$ cat src/rtl/fp_pkg.sv
// Shared floating-point definitions: rounding modes, operand classes, flag layout.
// Used by the multiplier pipeline and by the reusable rounding/pack stage.
package fp_pkg;

  typedef enum logic [1:0] {
    RM_RNE = 2'b00,
    RM_RTZ = 2'b01,
    RM_RUP = 2'b10,
    RM_RDN = 2'b11
  } rm_e;

  typedef enum logic [1:0] {
    CLS_ZERO = 2'b00,
    CLS_INF  = 2'b01,
    CLS_NAN  = 2'b10,
    CLS_NORM = 2'b11
  } cls_e;

  // Flag vector layout, MSB first: {invalid, overflow, underflow, inexact, zero}
  localparam int unsigned FLAG_W         = 5;
  localparam int unsigned FLAG_INVALID   = 4;
  localparam int unsigned FLAG_OVERFLOW  = 3;
  localparam int unsigned FLAG_UNDERFLOW = 2;
  localparam int unsigned FLAG_INEXACT   = 1;
  localparam int unsigned FLAG_ZERO      = 0;

  function automatic int unsigned fp_bias(input int unsigned exp_w);
    return (32'd1 << (exp_w - 1)) - 32'd1;
  endfunction

endpackage

$ cat src/rtl/fp_mul_pipe_if.sv
// Issue/result handshake bundle of the pipelined FP multiplier.
// slave = the multiplier, master = issue logic / writeback side.
interface fp_mul_pipe_if #(
  parameter int unsigned EXP_W = 8,
  parameter int unsigned MAN_W = 23,
  parameter int unsigned TAG_W = 4
);
  localparam int unsigned W = 1 + EXP_W + MAN_W;

  logic             in_valid;
  logic             in_ready;
  logic [W-1:0]     a;
  logic [W-1:0]     b;
  logic [1:0]       R_mode;
  logic [TAG_W-1:0] in_tag;
  logic             out_valid;
  logic             out_ready;
  logic [W-1:0]     z;
  logic [TAG_W-1:0] out_tag;
  logic             invalid_flag;
  logic             overflow_flag;
  logic             underflow_flag;
  logic             inexact_flag;
  logic             zero_flag;

  modport slave (
    input  in_valid, a, b, R_mode, in_tag, out_ready,
    output in_ready, out_valid, z, out_tag,
           invalid_flag, overflow_flag, underflow_flag, inexact_flag, zero_flag
  );

  modport master (
    output in_valid, a, b, R_mode, in_tag, out_ready,
    input  in_ready, out_valid, z, out_tag,
           invalid_flag, overflow_flag, underflow_flag, inexact_flag, zero_flag
  );

endinterface

$ cat src/rtl/fp_round.sv
// Combinational round / overflow / underflow / special-case pack stage.
// Takes a normalised significand with guard, round and sticky bits.
module fp_round
  import fp_pkg::*;
#(
  parameter int unsigned EXP_W = 8,
  parameter int unsigned MAN_W = 23
) (
  input  logic                    i_sign,
  input  logic signed [EXP_W+1:0] i_exp,
  input  logic [MAN_W:0]          i_mant,
  input  logic                    i_guard,
  input  logic                    i_round,
  input  logic                    i_sticky,
  input  rm_e                     i_rm,
  input  cls_e                    i_cls_a,
  input  cls_e                    i_cls_b,
  output logic [EXP_W+MAN_W:0]    o_z,
  output logic [FLAG_W-1:0]       o_flags
);

  localparam int unsigned EW = EXP_W + 2;
  localparam logic signed [EW-1:0] EXP_TOP = EW'((1 << EXP_W) - 1);
  localparam logic signed [EW-1:0] EXP_MIN = EW'(1);

  logic                    w_inexact;
  logic                    w_inc;
  logic [MAN_W+1:0]        w_sum;
  logic                    w_carry;
  logic [MAN_W-1:0]        w_frac;
  logic signed [EW-1:0]    w_exp_r;
  logic                    w_ovf;
  logic                    w_unf;
  logic                    w_nan;
  logic                    w_inf;
  logic                    w_zero;
  logic [EXP_W+MAN_W:0]    w_inf_z;
  logic [EXP_W+MAN_W:0]    w_max_z;
  logic [EXP_W+MAN_W:0]    w_ovf_z;

  assign w_inexact = i_guard | i_round | i_sticky;

  always_comb begin
    w_inc = 1'b0;
    unique case (i_rm)
      RM_RNE:  w_inc = i_guard & (i_round | i_sticky | i_mant[0]);
      RM_RTZ:  w_inc = 1'b0;
      RM_RUP:  w_inc = ~i_sign & w_inexact;
      RM_RDN:  w_inc = i_sign & w_inexact;
      default: w_inc = 1'b0;
    endcase
  end

  // A carry out of the significand leaves 1.000..0, so the shifted fraction is all zero.
  assign w_sum   = {1'b0, i_mant} + {{(MAN_W + 1){1'b0}}, w_inc};
  assign w_carry = w_sum[MAN_W+1];
  assign w_frac  = w_carry ? w_sum[MAN_W:1] : w_sum[MAN_W-1:0];
  assign w_exp_r = i_exp + EW'(w_carry);
  assign w_ovf   = (w_exp_r >= EXP_TOP);
  assign w_unf   = (w_exp_r < EXP_MIN);

  assign w_nan  = (i_cls_a == CLS_NAN) | (i_cls_b == CLS_NAN) |
                  ((i_cls_a == CLS_INF) & (i_cls_b == CLS_ZERO)) |
                  ((i_cls_a == CLS_ZERO) & (i_cls_b == CLS_INF));
  assign w_inf  = (i_cls_a == CLS_INF) | (i_cls_b == CLS_INF);
  assign w_zero = (i_cls_a == CLS_ZERO) | (i_cls_b == CLS_ZERO);

  assign w_inf_z = {i_sign, {EXP_W{1'b1}}, {MAN_W{1'b0}}};
  assign w_max_z = {i_sign, {(EXP_W - 1){1'b1}}, 1'b0, {MAN_W{1'b1}}};

  always_comb begin
    w_ovf_z = w_inf_z;
    unique case (i_rm)
      RM_RNE:  w_ovf_z = w_inf_z;
      RM_RTZ:  w_ovf_z = w_max_z;
      RM_RUP:  w_ovf_z = i_sign ? w_max_z : w_inf_z;
      RM_RDN:  w_ovf_z = i_sign ? w_inf_z : w_max_z;
      default: w_ovf_z = w_inf_z;
    endcase
  end

  always_comb begin
    o_z     = '0;
    o_flags = '0;
    if (w_nan) begin
      o_z                   = {1'b0, {EXP_W{1'b1}}, 1'b1, {(MAN_W - 1){1'b0}}};
      o_flags[FLAG_INVALID] = 1'b1;
    end else if (w_inf) begin
      o_z = w_inf_z;
    end else if (w_zero) begin
      o_z                = {i_sign, {(EXP_W + MAN_W){1'b0}}};
      o_flags[FLAG_ZERO] = 1'b1;
    end else if (w_ovf) begin
      o_z                    = w_ovf_z;
      o_flags[FLAG_OVERFLOW] = 1'b1;
      o_flags[FLAG_INEXACT]  = 1'b1;
    end else if (w_unf) begin
      o_z                     = {i_sign, {(EXP_W + MAN_W){1'b0}}};
      o_flags[FLAG_UNDERFLOW] = 1'b1;
      o_flags[FLAG_INEXACT]   = 1'b1;
      o_flags[FLAG_ZERO]      = 1'b1;
    end else begin
      o_z                   = {i_sign, w_exp_r[EXP_W-1:0], w_frac};
      o_flags[FLAG_INEXACT] = w_inexact;
    end
  end

endmodule

$ cat src/rtl/fp_mul_pipe.sv
// Four-stage pipelined IEEE-754 multiplier with tag passthrough and exception flags.
// A single global stall freezes every stage while the result is not accepted.
module fp_mul_pipe
  import fp_pkg::*;
#(
  parameter int unsigned EXP_W = 8,
  parameter int unsigned MAN_W = 23,
  parameter int unsigned TAG_W = 4
) (
  input logic          CLK,
  input logic          RST,
  fp_mul_pipe_if.slave bus
);

  localparam int unsigned W  = 1 + EXP_W + MAN_W;
  localparam int unsigned EW = EXP_W + 2;
  localparam int unsigned PW = 2 * MAN_W + 2;
  localparam logic [EW-1:0] BIAS = EW'(fp_bias(EXP_W));

  // Exponent 0 covers subnormals too: they are flushed to zero.
  function automatic cls_e classify(input logic [EXP_W-1:0] e, input logic [MAN_W-1:0] f);
    if (e == '0) return CLS_ZERO;
    if (e == '1) return (f == '0) ? CLS_INF : CLS_NAN;
    return CLS_NORM;
  endfunction

  logic                    w_stall;
  logic [EXP_W-1:0]        w_exp_a;
  logic [EXP_W-1:0]        w_exp_b;
  logic [EW-1:0]           w_exp_sum;

  logic                    r1_valid, r2_valid, r3_valid, r4_valid;
  logic [TAG_W-1:0]        r1_tag, r2_tag, r3_tag, r4_tag;
  rm_e                     r1_rm, r2_rm, r3_rm;
  cls_e                    r1_cls_a, r1_cls_b, r2_cls_a, r2_cls_b, r3_cls_a, r3_cls_b;
  logic                    r1_sign, r2_sign, r3_sign;
  logic signed [EW-1:0]    r1_exp, r2_exp, r3_exp;
  logic [MAN_W:0]          r1_sig_a, r1_sig_b;
  logic [PW-1:0]           r2_prod;
  logic [MAN_W:0]          r3_mant;
  logic                    r3_guard, r3_round, r3_sticky;
  logic [W-1:0]            r4_z;
  logic [FLAG_W-1:0]       r4_flags;

  logic                    w_norm_hi;
  logic [MAN_W:0]          w_mant;
  logic                    w_guard, w_round, w_sticky;
  logic signed [EW-1:0]    w_exp_n;
  logic [W-1:0]            w_z;
  logic [FLAG_W-1:0]       w_flags;

  assign w_stall      = r4_valid & ~bus.out_ready;
  assign bus.in_ready = ~w_stall;

  assign w_exp_a   = bus.a[W-2 -: EXP_W];
  assign w_exp_b   = bus.b[W-2 -: EXP_W];
  assign w_exp_sum = {2'b00, w_exp_a} + {2'b00, w_exp_b} - BIAS;

  // Product of two [1,2) significands lies in [1,4): MSB set means shift right by one.
  assign w_norm_hi = r2_prod[PW-1];
  assign w_mant    = w_norm_hi ? r2_prod[PW-1 -: MAN_W+1] : r2_prod[PW-2 -: MAN_W+1];
  assign w_guard   = w_norm_hi ? r2_prod[MAN_W]   : r2_prod[MAN_W-1];
  assign w_round   = w_norm_hi ? r2_prod[MAN_W-1] : r2_prod[MAN_W-2];
  assign w_sticky  = w_norm_hi ? |r2_prod[MAN_W-2:0] : |r2_prod[MAN_W-3:0];
  assign w_exp_n   = r2_exp + EW'(w_norm_hi);

  always_ff @(posedge CLK or negedge RST) begin
    if (!RST) begin
      r1_valid  <= 1'b0;
      r1_tag    <= '0;
      r1_rm     <= RM_RNE;
      r1_cls_a  <= CLS_ZERO;
      r1_cls_b  <= CLS_ZERO;
      r1_sign   <= 1'b0;
      r1_exp    <= '0;
      r1_sig_a  <= '0;
      r1_sig_b  <= '0;
      r2_valid  <= 1'b0;
      r2_tag    <= '0;
      r2_rm     <= RM_RNE;
      r2_cls_a  <= CLS_ZERO;
      r2_cls_b  <= CLS_ZERO;
      r2_sign   <= 1'b0;
      r2_exp    <= '0;
      r2_prod   <= '0;
      r3_valid  <= 1'b0;
      r3_tag    <= '0;
      r3_rm     <= RM_RNE;
      r3_cls_a  <= CLS_ZERO;
      r3_cls_b  <= CLS_ZERO;
      r3_sign   <= 1'b0;
      r3_exp    <= '0;
      r3_mant   <= '0;
      r3_guard  <= 1'b0;
      r3_round  <= 1'b0;
      r3_sticky <= 1'b0;
    end else if (!w_stall) begin
      r1_valid  <= bus.in_valid;
      r1_tag    <= bus.in_tag;
      r1_rm     <= rm_e'(bus.R_mode);
      r1_cls_a  <= classify(w_exp_a, bus.a[MAN_W-1:0]);
      r1_cls_b  <= classify(w_exp_b, bus.b[MAN_W-1:0]);
      r1_sign   <= bus.a[W-1] ^ bus.b[W-1];
      r1_exp    <= w_exp_sum;
      r1_sig_a  <= {1'b1, bus.a[MAN_W-1:0]};
      r1_sig_b  <= {1'b1, bus.b[MAN_W-1:0]};
      r2_valid  <= r1_valid;
      r2_tag    <= r1_tag;
      r2_rm     <= r1_rm;
      r2_cls_a  <= r1_cls_a;
      r2_cls_b  <= r1_cls_b;
      r2_sign   <= r1_sign;
      r2_exp    <= r1_exp;
      r2_prod   <= PW'(r1_sig_a) * PW'(r1_sig_b);
      r3_valid  <= r2_valid;
      r3_tag    <= r2_tag;
      r3_rm     <= r2_rm;
      r3_cls_a  <= r2_cls_a;
      r3_cls_b  <= r2_cls_b;
      r3_sign   <= r2_sign;
      r3_exp    <= w_exp_n;
      r3_mant   <= w_mant;
      r3_guard  <= w_guard;
      r3_round  <= w_round;
      r3_sticky <= w_sticky;
    end
  end

  fp_round #(
    .EXP_W (EXP_W),
    .MAN_W (MAN_W)
  ) u_round (
    .i_sign   (r3_sign),
    .i_exp    (r3_exp),
    .i_mant   (r3_mant),
    .i_guard  (r3_guard),
    .i_round  (r3_round),
    .i_sticky (r3_sticky),
    .i_rm     (r3_rm),
    .i_cls_a  (r3_cls_a),
    .i_cls_b  (r3_cls_b),
    .o_z      (w_z),
    .o_flags  (w_flags)
  );

  // Output payload only changes when a real result arrives, so bubbles never disturb it.
  always_ff @(posedge CLK or negedge RST) begin
    if (!RST) begin
      r4_valid <= 1'b0;
      r4_tag   <= '0;
      r4_z     <= '0;
      r4_flags <= '0;
    end else if (!w_stall) begin
      r4_valid <= r3_valid;
      if (r3_valid) begin
        r4_tag   <= r3_tag;
        r4_z     <= w_z;
        r4_flags <= w_flags;
      end
    end
  end

  assign bus.out_valid      = r4_valid;
  assign bus.out_tag        = r4_tag;
  assign bus.z              = r4_z;
  assign bus.invalid_flag   = r4_flags[FLAG_INVALID];
  assign bus.overflow_flag  = r4_flags[FLAG_OVERFLOW];
  assign bus.underflow_flag = r4_flags[FLAG_UNDERFLOW];
  assign bus.inexact_flag   = r4_flags[FLAG_INEXACT];
  assign bus.zero_flag      = r4_flags[FLAG_ZERO];

endmodule

$ cat src/flat_wrapper.sv
// flat-port wrapper written by rule: the top's interface ports become plain ports
module fp_mul_pipe_flat import fp_pkg::*;
#(
  parameter int unsigned EXP_W = 8,
  parameter int unsigned MAN_W = 23,
  parameter int unsigned TAG_W = 4
)
  (CLK, RST, bus_in_valid, bus_a, bus_b, bus_R_mode, bus_in_tag, bus_out_ready, bus_in_ready, bus_out_valid, bus_z, bus_out_tag, bus_invalid_flag, bus_overflow_flag, bus_underflow_flag, bus_inexact_flag, bus_zero_flag);
  fp_mul_pipe_if #(.EXP_W(EXP_W), .MAN_W(MAN_W), .TAG_W(TAG_W)) bus_i ();
  input logic CLK;
  input logic RST;
  input wire logic [$bits(bus_i.in_valid)-1:0] bus_in_valid;
  input wire logic [$bits(bus_i.a)-1:0] bus_a;
  input wire logic [$bits(bus_i.b)-1:0] bus_b;
  input wire logic [$bits(bus_i.R_mode)-1:0] bus_R_mode;
  input wire logic [$bits(bus_i.in_tag)-1:0] bus_in_tag;
  input wire logic [$bits(bus_i.out_ready)-1:0] bus_out_ready;
  output wire logic [$bits(bus_i.in_ready)-1:0] bus_in_ready;
  output wire logic [$bits(bus_i.out_valid)-1:0] bus_out_valid;
  output wire logic [$bits(bus_i.z)-1:0] bus_z;
  output wire logic [$bits(bus_i.out_tag)-1:0] bus_out_tag;
  output wire logic [$bits(bus_i.invalid_flag)-1:0] bus_invalid_flag;
  output wire logic [$bits(bus_i.overflow_flag)-1:0] bus_overflow_flag;
  output wire logic [$bits(bus_i.underflow_flag)-1:0] bus_underflow_flag;
  output wire logic [$bits(bus_i.inexact_flag)-1:0] bus_inexact_flag;
  output wire logic [$bits(bus_i.zero_flag)-1:0] bus_zero_flag;
  assign bus_i.in_valid = bus_in_valid;
  assign bus_i.a = bus_a;
  assign bus_i.b = bus_b;
  assign bus_i.R_mode = bus_R_mode;
  assign bus_i.in_tag = bus_in_tag;
  assign bus_i.out_ready = bus_out_ready;
  assign bus_in_ready = bus_i.in_ready;
  assign bus_out_valid = bus_i.out_valid;
  assign bus_z = bus_i.z;
  assign bus_out_tag = bus_i.out_tag;
  assign bus_invalid_flag = bus_i.invalid_flag;
  assign bus_overflow_flag = bus_i.overflow_flag;
  assign bus_underflow_flag = bus_i.underflow_flag;
  assign bus_inexact_flag = bus_i.inexact_flag;
  assign bus_zero_flag = bus_i.zero_flag;
  fp_mul_pipe #(.EXP_W(EXP_W), .MAN_W(MAN_W), .TAG_W(TAG_W)) u_core (.CLK(CLK), .RST(RST), .bus(bus_i));
endmodule
$ cat config.mk
export PLATFORM = sky130hd
export DESIGN_NAME = fp_mul_pipe_flat
export DESIGN_NICKNAME = d
export VERILOG_FILES = /design/src/rtl/fp_pkg.sv /design/src/rtl/fp_mul_pipe_if.sv /design/src/rtl/fp_round.sv /design/src/rtl/fp_mul_pipe.sv /design/src/flat_wrapper.sv
export SDC_FILE = /design/constraint.sdc
export NUM_CORES = 2
export LEC_CHECK = 0
export BUFFER_PORTS_ARGS = -buffer_cell sky130_fd_sc_hd__buf_2
export CAP_MARGIN = 20
export CORE_MARGIN = 5
export CORE_UTILIZATION = 45
export CTS_CLUSTER_DIAMETER = 100
export DETAILED_ROUTE_END_ITERATION = 8
export SYNTH_ARGS = -nofsm -noshare
export SYNTH_HDL_FRONTEND = slang
export SYNTH_SLANG_ARGS = --single-unit
$ cat constraint.sdc
create_clock -name CLK -period 7.55 [get_ports CLK]
set_input_delay 1.51 -clock CLK [delete_from_list [all_inputs] [get_ports CLK]]
set_output_delay 1.51 -clock CLK [all_outputs]
set_load 0.01 [all_outputs]
==> flow_summary.yaml <==
timing:
  skew_ns: 0.0120
  setup_violations: 0
  tightest_slew_ns: 0.965
  relSlewSlack_pct: 35.6
  rsz0062_at_grt: "false"
  setup_tns_ns: 0
  period_share_pct: 96.2
  drv_slew: 0
  fmax_mhz: 138
  report.final.hold_viol_count: 0
  finalCriticalPeriod_ns: 7.26
logic_synthesis:
  synth_top_cell_by_area: "fa_1"
  synth_top_area_share_pct: 32.9
  synth_async_sr_flop_share_pct: 100
  syn-cell-area_mm2: 0.0294
  avgSynthCellArea_um2: 8.89
  synth_warnings: 0
  synth_flop_cell: "dfrtp_1"
  syn_nets: 4049
  synth_cell_types: 71
  ys_seq_area_share_pct: 19.6
  synth_cells: 3303
  ys_ff_latch: 230
  synth_edf_count: 0
  netlist_top_cells_area: "fa_1, dfrtp_1, nand2_1"
clock_tree:
  htreeDepth: 1
  insertion_delay_ns: 0.54
  clock_path_buffers: 3
  hold_buffers: 0
  clk_pin_slew_ns: 0.07
  cts_sinks: 230
  root_buffer: "clkbuf_16"
  cts_made_buffers: 26
  cts_setup_buffers: 0
  cts_tree: "done"
layout:
  area_delta_synth_final_pct: 9.11
  seq_area_mm2: 0.00576
  nNetsFinal: 4117
  drive_above_1_share_pct: 8.21
  multi_input_area_mm2: 0.0208
  fillers: 6179
  stdcell_area_mm2: 0.0320
  utilization_pct: 49.6
routing:
  firstDrtPassIters: 5
  vias: 21900
  drt-wirelength-per-cell_um: 17.7
  drtIter0Drc: 1263
  antenna_left: 0
  vias_per_cell: 5.17
  drc: 0
  wl_mm: 75.2
floorplan:
  coreArea_mm2: 0.0646
  die_width_um: 265
  die_area_mm2: 0.0704
  rows: 93
  initial_core_util_pct: 45.4
  fp.dieH_um: 265
  num_io_pins: 117
grt:
  grtUsageTotal_pct: 21.8
  grt_start_max_net_pins: 100
  grt_antenna_before_repair: 0
  grt_overflow: 0
  grt_first_pass_wirelength_mm: 125
  grt_pass1_vias: 22600
setup_path:
  crit_arrival_ns: 7.65
  r2r_cells: 23
  worstPathMaxFanout: 15
  cp-end-kind: "register"
  start_kind: "register"
  critPathRequiredTime_ns: 7.94
  crit_type: "reg -> reg"
run:
  cap_violations: 0
min_path:
  hp-class: "reg -> reg"
  hold-path-cell-count: 2
placement:
  place_congestion: 0.881
  dp_hpwl_mm: 60.3
  port_buffers: 116
  place_area_mm2: 0.0311
status:
  outcome: "completed"
-- cell usage in the layout (no fill, tap or decap), types with 38 or more instances in the layout --
master	synthesis	layout
dfrtp_1	230	225
buf_2	2	115
o21ai_0	98	98
fa_1	483	483
xnor2_1	50	50
and2_1	294	294
nor2_1	92	92
a21oi_1	75	75
nand2_1	703	703
ha_1	189	189
xor2_1	38	38
buf_4	0	94
inv_1	568	567
-- registers in the layout, indices dropped and copies added (netlist names), 4 cells and up --
name and count:
u_core.r1_exp 10, u_core.r3_exp 10, u_core.r2_exp 10, u_core.r2_tag 4, u_core.bus.z 32, u_core.bus.out_tag 4, u_core.r4_flags 5, u_core.r3_tag 4
u_core.r1_tag 4, u_core.r3_mant 24, u_core.r2_prod 48, u_core.r1_sig_b 24, u_core.r1_sig_a 23
-- per-layer routing --
metal  global-route usage (%)  part of all wire (%)  up-vias
li1                         -                     -    10200
met1                     31.4                    45    11100
met2                     36.4                    48      474
met3                     1.99                   4.1       88
met4                     4.24                   2.2        0
met5                        0                     0        -
-- logic make-up (layout without fill, tap and decap cells) --
logic type	count (synthesis)	count (layout)	synth area share (%)
DFF	230	230	19.6
adders and majority gates	672	672	41.0
and+or+nand+nor	1224	1224	19.2
other	0	1	0
muxes	29	29	0.989
AOI/OAI and AO/OA	318	318	6.96
xor gates and xnor gates	88	88	2.63
buffers and inverters	742	827	9.58
-- cell usage after synthesis (3+ instances only) --
| cell | instances |
|---|---|
| nand2_1 | 703 |
| inv_1 | 568 |
| fa_1 | 483 |
| and2_1 | 294 |
| dfrtp_1 | 230 |
| ha_1 | 189 |
| clkbuf_1 | 160 |
| o21ai_0 | 98 |
| nor2_1 | 92 |
| a21oi_1 | 75 |
| xnor2_1 | 50 |
| xor2_1 | 38 |
| nand3_1 | 37 |
| mux2i_1 | 29 |
| a21o_1 | 26 |
| a22o_1 | 26 |
| nor4_1 | 20 |
| nand4_1 | 19 |
| nor3_1 | 17 |
| o211ai_1 | 11 |
| nand2b_1 | 8 |
| o31ai_1 | 8 |
| a211oi_1 | 7 |
| a311oi_1 | 7 |
| buf_1 | 7 |
| a31oi_1 | 6 |
| o21a_1 | 6 |
| o22ai_1 | 6 |
| and3_1 | 5 |
| o21bai_1 | 5 |
| a211o_1 | 4 |
| a21boi_0 | 4 |
| and4_1 | 4 |
| buf_6 | 3 |
| nand3b_1 | 3 |
| nor2b_1 | 3 |
| o21ai_1 | 3 |
| o41ai_1 | 3 |
| or2_2 | 3 |
| or4_1 | 3 |
-- critical path: stages (launching register included) --
cell      delay [ns]
dfrtp_1         0.85
buf_12          0.22
nand2_1         0.08
fa_1            0.54
inv_1           0.05
fa_1            0.48
inv_1           0.06
fa_1            0.53
inv_1           0.05
fa_1            0.48
fa_1            0.55
fa_1            0.50
inv_1           0.05
fa_1            0.47
inv_1           0.04
ha_1            0.39
nand3_1         0.13
nor2_1          0.31
nand2_1         0.12
o21ai_1         0.33
o21ai_1         0.24
o311ai_1        0.37
xnor2_1         0.17
a21oi_1         0.08
-- path summary, 6_finish.rpt --
path                                                 start                                end  slack (ns)
min in group asynchronous                              RST  u_core.bus.out_tag[0]$_DFFE_PN0P_        1.03
hold reg to reg              u_core.r2_prod[4]$_DFFE_PN0N_      u_core.r2_prod[4]$_DFFE_PN0N_        0.46
setup reg to reg           u_core.r1_sig_a[19]$_DFFE_PN0N_     u_core.r2_prod[45]$_DFFE_PN0N_        0.29
setup / recovery           u_core.r1_sig_a[19]$_DFFE_PN0N_     u_core.r2_prod[45]$_DFFE_PN0N_        0.29
hold / removal               u_core.r2_prod[4]$_DFFE_PN0N_      u_core.r2_prod[4]$_DFFE_PN0N_        0.46
max in group asynchronous                              RST    u_core.r1_sig_a[17]$_DFFE_PN0N_        5.06
-- what timing repair did --
action,in CTS,in global routing
setup endpoints to repair,0,5
endpoints found under the hold margin,0,0
gates resized for setup,0,6
-- metrics by stage --
stage	cells	hold slack [ns]	setup slack, ns
floorplan	3303	0.430	0.987
global placement	4198	0.448	0.350
detailed placement	4198	0.453	0.279
CTS	4243	0.465	0.254
global route	4243	0.472	0.00537
finish	4244	0.457	0.289
-- final cells by class --
type / count / share of cell area (%)
clock buffer: 33 / 2.27
timing repair buffer: 214 / 4.30
sequential: 230 / 18.0
antenna: 1 / 0.00781
clock inverter: 12 / 0.484
multi-input combinational: 2331 / 64.9
tap: 855 / 3.34
inverter: 568 / 6.67
Power is not shown: default switching activity piles up to over one toggle a cycle in this logic, so the estimate is an artifact.
